===== src/rtl/instruction_fetch.sv =====
// instruction_fetch: IF stage owning the PC, fetching over valid/ready with a skid buffer and delay-slot redirects
module instruction_fetch #(
  parameter logic [31:0] RESET_PC   = 32'h0000_0000,
  parameter logic [31:0] EXC_VECTOR = 32'h0000_0040
) (
  input  logic        clock,
  input  logic        reset,
  input  logic        ex_if_stall,
  input  logic        id_if_selpcsource,
  input  logic [1:0]  id_if_selpctype,
  input  logic [31:0] id_if_rega,
  input  logic [31:0] id_if_pcimd2ext,
  input  logic [31:0] id_if_pcindex,
  output logic [31:0] if_id_instruc,
  output logic [31:0] if_id_nextpc,
  output logic        if_mc_en,
  output logic [17:0] if_mc_addr,
  input  logic [31:0] mc_if_data,
  input  logic        mc_if_ready
);
  typedef enum logic [1:0] {IDLE, FETCH, FULL} state_t;
  state_t      state_q, state_d;
  logic [31:0] pc_q, pc_d, skid_q, skid_d, pend_tgt_q, pend_tgt_d;
  logic [31:0] instruc_q, instruc_d, nextpc_q, nextpc_d;
  logic        pend_q, pend_d;
  logic        redirect;
  logic [31:0] tgt, pc4, npc;
  assign tgt = id_if_selpctype == 2'b00 ? id_if_pcimd2ext :
               id_if_selpctype == 2'b01 ? id_if_rega :
               id_if_selpctype == 2'b10 ? id_if_pcindex : EXC_VECTOR;
  assign redirect = id_if_selpcsource && !ex_if_stall;
  assign pc4 = pc_q + 32'd4;
  assign npc = redirect ? tgt : pend_q ? pend_tgt_q : pc4;
  assign if_mc_en = state_q == FETCH;
  assign if_mc_addr = pc_q[19:2];
  assign if_id_instruc = instruc_q;
  assign if_id_nextpc = nextpc_q;
  // Next-state: fetch completion, skid capture on stall, bubble insertion and pending redirect
  always_comb begin
    state_d    = state_q;
    pc_d       = pc_q;
    skid_d     = skid_q;
    pend_d     = pend_q;
    pend_tgt_d = pend_tgt_q;
    instruc_d  = instruc_q;
    nextpc_d   = nextpc_q;
    case (state_q)
      IDLE: state_d = FETCH;
      FETCH: begin
        if (mc_if_ready && !ex_if_stall) begin
          instruc_d = mc_if_data;
          nextpc_d  = pc4;
          pc_d      = npc;
          pend_d    = 1'b0;
        end else if (mc_if_ready) begin
          skid_d  = mc_if_data;
          state_d = FULL;
        end else if (!ex_if_stall) begin
          instruc_d = 32'd0;
          if (redirect) begin
            pend_d     = 1'b1;
            pend_tgt_d = tgt;
          end
        end
      end
      FULL: begin
        if (!ex_if_stall) begin
          instruc_d = skid_q;
          nextpc_d  = pc4;
          pc_d      = npc;
          pend_d    = 1'b0;
          state_d   = FETCH;
        end
      end
      default: state_d = IDLE;
    endcase
  end
  // State registers with asynchronous active-low clear
  always_ff @(posedge clock or negedge reset) begin
    if (!reset) begin
      state_q    <= IDLE;
      pc_q       <= RESET_PC;
      skid_q     <= 32'd0;
      pend_q     <= 1'b0;
      pend_tgt_q <= 32'd0;
      instruc_q  <= 32'd0;
      nextpc_q   <= 32'd0;
    end else begin
      state_q    <= state_d;
      pc_q       <= pc_d;
      skid_q     <= skid_d;
      pend_q     <= pend_d;
      pend_tgt_q <= pend_tgt_d;
      instruc_q  <= instruc_d;
      nextpc_q   <= nextpc_d;
    end
  end
endmodule


===== config.mk =====
export PLATFORM = sky130hd
export DESIGN_NAME = instruction_fetch
export DESIGN_NICKNAME = d
export VERILOG_FILES = /design/src/rtl/instruction_fetch.sv
export SDC_FILE = /design/constraint.sdc
export NUM_CORES = 1
export LEC_CHECK = 0
export CAP_MARGIN = 20
export CORE_ASPECT_RATIO = 0.75
export CORE_MARGIN = 8
export CORE_UTILIZATION = 55
export DETAILED_ROUTE_END_ITERATION = 6
export DONT_BUFFER_PORTS = 1
export PLACE_DENSITY_LB_ADDON = 0.08
export SYNTH_ARGS = -nofsm -noshare
export SYNTH_HDL_FRONTEND = slang
export SYNTH_SLANG_ARGS = --single-unit

===== constraint.sdc =====
create_clock -name clock -period 2.2 [get_ports clock]
set_clock_uncertainty 0.15 [all_clocks]
set_input_delay 0.44 -clock clock [delete_from_list [all_inputs] [get_ports clock]]
set_output_delay 0.44 -clock clock [all_outputs]
set_load 0.05 [all_outputs]

==> results summary <==
The largest area contributor in the netlist is sky130_fd_sc_hd__dfrtp_1. The area share of the largest cell type after synthesis is 0.482. The routed via count is 6784. The wire length of the first global-routing pass came out at 37600 µm. Synthesis produced a netlist with a net count of 1010. The tightest min-delay check is of the in2async type. The leakage power total came out at 4.22 nW. The number of max-capacitance violations reported is 0. In this run the power density over the cells is 1580 nW/µm². The flip-flop and latch area is 4080 µm².

The library cell used as clock root buffer is sky130_fd_sc_hd__clkbuf_16. The number of remaining DRC errors is 0. The flow ran to the end, but the final reports show violations. For flop-to-flop paths, the worst setup slack is 0.04 ns.

The chip height came out at 123 µm. The finished cells cover 9800 µm². In the synthesized netlist the dominant register cell turns out to be sky130_fd_sc_hd__dfrtp_1.

The worst slew margin relative to its limit came out at 0.634. Pin placement for this block handled 218 I/O pins. The post-synthesis cell area came out at 8460 µm². The required time reported for the critical path endpoint came out at 2.35 ns. Counting distinct cell types in the post-synthesis netlist gives 60. The chip width is 159 µm. The clock period minus final worst setup slack is 2.16 ns. The via count of the first global-routing pass is 6757. The setup TNS after final layout came out at 0 ns. The worst-case vdd ir drop came out at 0.783 mV. The setup path with the least slack is of type reg2reg.

The startpoint kind of the worst setup timing path is a flip-flop. The detailed placer's ending HPWL came out at 17600 µm. The average cell area after synthesis is 9.72 µm². The initial antenna violation count is 0. The buffers inserted during post-CTS setup optimization is 0. The cell area reported after detailed placement came out at 8920 µm². TritonCTS built the clock tree. The pin count of the biggest net entering global routing is 164.

In the routed layout, each cell is associated on average with a via count of 6.11. The yosys synthesis warning count came out at 0. The capturing element type of the critical path is a flip-flop. After detailed routing, the average wire length per cell comes to 21.6 µm.

The startpoint identified for the worst register-to-register timing path is pc_q[2]. By count the netlist is led by sky130_fd_sc_hd__dfrtp_1, sky130_fd_sc_hd__nand2_1, sky130_fd_sc_hd__o21ai_0. The endpoint identified for the worst register-to-register timing path is pc_q[18].

The sum of met2 wire segment lengths after detailed routing is 10700 µm. On the final layout, the worst hold slack is -0.443 ns. The core box area came out at 15100 µm². At the end of routability-driven placement, the weighted congestion stood at 0.877. In this run, synthesis inferred 0 flip-flops with an integrated enable. The detailed router put a total of 10600 µm of wire on met1. The final reports fail on hold timing. The dominant cell by count in the synthesized netlist is sky130_fd_sc_hd__dfrtp_1.

Wires add up to 24000 µm. The count of standard-cell rows is 39. The violation count after the first detailed-routing iteration came out at 622. The max-slew violation count is 0. The TritonCTS sink count is 163. Yosys attributes the largest share of cell area to sky130_fd_sc_hd__dfrtp_1, sky130_fd_sc_hd__mux2_2, sky130_fd_sc_hd__o21ai_0, sky130_fd_sc_hd__nand2_1, sky130_fd_sc_hd__mux2i_1. Global routing finished with a remaining overflow of 0.

The ratio of cells with drive above 1 in the final layout came out at 0.182. Counting the buffers created by CTS gives 17. The number of detailed-routing iterations run before antenna repair came out at 5.

Setup repair after global routing could not meet its margin everywhere. The effective utilization at floorplan came out at 0.559. The clock insertion delay at the later pin of the skew report is 0.43 ns. The deepest level of the CTS H-tree is 4. The share of the Yosys chip area taken by registers is 0.482. The count of port buffers added during placement came out at 0.

The register clock-pin slew on the reported worst setup and hold paths is 0.07 ns. The logic depth of the worst register-to-register path came out at 6. At the end of the flow, the number of nets in the layout was 1032.

The upper clock frequency limit came out at 464 MHz. The final hold violation count came out at 163. The routed length on met3 came out at 2280 µm. The worst-path maximum fanout came out at 4. The slew at the pin closest to its max-slew limit came out at 0.549 ns.

After synthesis, the share of flip-flops with an asynchronous set or reset is 1.00. The synthesis-to-finish area growth is 15.9%. The die outline area is 19700 µm². The count of fill cells added during filler insertion is 1238. The antenna diode instance count came out at 0. Of the available clock period, the critical path in the final layout requires 0.980. The deepest clock path buffer count is 2. The remaining number of nets flagged by the antenna check after routing came out at 0. In the synthesized netlist, the number of instances is 871. The multi-input combinational cell area came out at 4000 µm². The final count of negative-setup-slack endpoints is 0. Data arrives at the worst endpoint at 2.31 ns. The all-layer global routing usage came out at 0.243. Routed signal wires occupy layers up through met4. In this run, synthesis produced a sequential element count of 163.
==> per-stage QoR <==
stage	total power [W]	instances	setup WS (ns)	hold slack, ns	util
2_1_floorplan	0.0109	871	0.0201	-0.00559	-
3_3_place_gp	0.0122	1053	0.171	0.00152	0.590
3_5_place_dp	0.0124	1053	0.0667	0.00137	0.590
4_1_cts	0.0155	1104	0.0469	-0.461	0.642
5_1_grt	0.0163	1111	-0.0249	-0.469	0.648
6_report	0.0155	1111	0.0443	-0.443	0.648
==> what timing repair did <==
item | 4_1_cts | 5_1_grt
endpoints found under the setup margin | 0 | 9
gates resized for setup | 0 | 6
hold endpoints to repair | 182 | 170
hold buffers | 19 | 7
==> sequential cells by signal, summed over array words and instances, names as in the netlist <==
name / count
if_id_instruc: 32
if_id_nextpc: 32
pc_q: 32
pend_tgt_q: 32
skid_q: 32
state_q: 2
pend_q: 1
==> power breakdown <==
group | total [W] | internal [W] | switching [W]
sequential | 0.00726 | 0.00437 | 0.00289
clock | 0.00301 | 0.00170 | 0.00131
combinational | 0.00518 | 0.00216 | 0.00302
total | 0.0155 | 0.00823 | 0.00723
==> layout make-up <==
| class | instances | share of cell area |
|---|---|---|
| Multi-Input combinational cell | 616 | 0.408 |
| Clock buffer | 17 | 0.0434 |
| Timing Repair Buffer | 87 | 0.0860 |
| Clock inverter | 15 | 0.0177 |
| Sequential cell | 163 | 0.416 |
| Inverter | 8 | 0.00306 |
| Tap cell | 205 | 0.0262 |
==> kinds of logic (layout without fill, tap and decap cells) <==
family,count (synthesis),count (layout),synth area share
AND/OR/NAND/NOR,260,260,0.150
flip-flops,163,163,0.482
multiplexers,79,79,0.100
XOR/XNOR,26,26,0.0269
buffers and inverters,92,127,0.0535
AO/OA/AOI/OAI,247,247,0.181
adder cells (fa/ha/maj),4,4,0.00591
==> worst max-delay path by stage <==
stage                     from  endpoint  slack (ns)  depth (start not counted)
detailed placement     pc_q[2]  pc_q[18]        0.07                          6
floorplan           state_q[1]  pc_q[10]        0.02                          8
global route           pc_q[2]  pc_q[18]       -0.02                          6
finish                 pc_q[2]  pc_q[18]        0.04                          6
global placement    state_q[1]   pc_q[9]        0.17                          7
CTS                    pc_q[2]  pc_q[18]        0.05                          6
==> placed cells by master (no fill, tap or decap), types with 17 or more instances in the layout <==
master and count:
sky130_fd_sc_hd__a21oi_1 63, sky130_fd_sc_hd__a22oi_1 32, sky130_fd_sc_hd__buf_4 51, sky130_fd_sc_hd__clkbuf_16 17, sky130_fd_sc_hd__dfrtp_1 163, sky130_fd_sc_hd__dlygate4sd3_1 26
sky130_fd_sc_hd__mux2_2 46, sky130_fd_sc_hd__mux2i_1 33, sky130_fd_sc_hd__nand2_1 110, sky130_fd_sc_hd__nand3_1 26, sky130_fd_sc_hd__nor2_1 57, sky130_fd_sc_hd__o21ai_0 86
==> worst max-delay path, stage by stage, from the launching register on <==
cell                      delay, ns
sky130_fd_sc_hd__dfrtp_1       0.38
sky130_fd_sc_hd__ha_1          0.24
sky130_fd_sc_hd__nand4_2       0.23
sky130_fd_sc_hd__nor4_4        0.38
sky130_fd_sc_hd__xnor2_1       0.18
sky130_fd_sc_hd__o21ai_0       0.12
sky130_fd_sc_hd__a221o_1       0.34
==> per-layer routing <==
layer  track usage  vias up
li1              -     3140
met3        0.0941       32
met4        0.0670        0
met5             0        -
met2         0.367      305
met1         0.322     3307
Note: power is estimated with default switching activity, not from simulation.
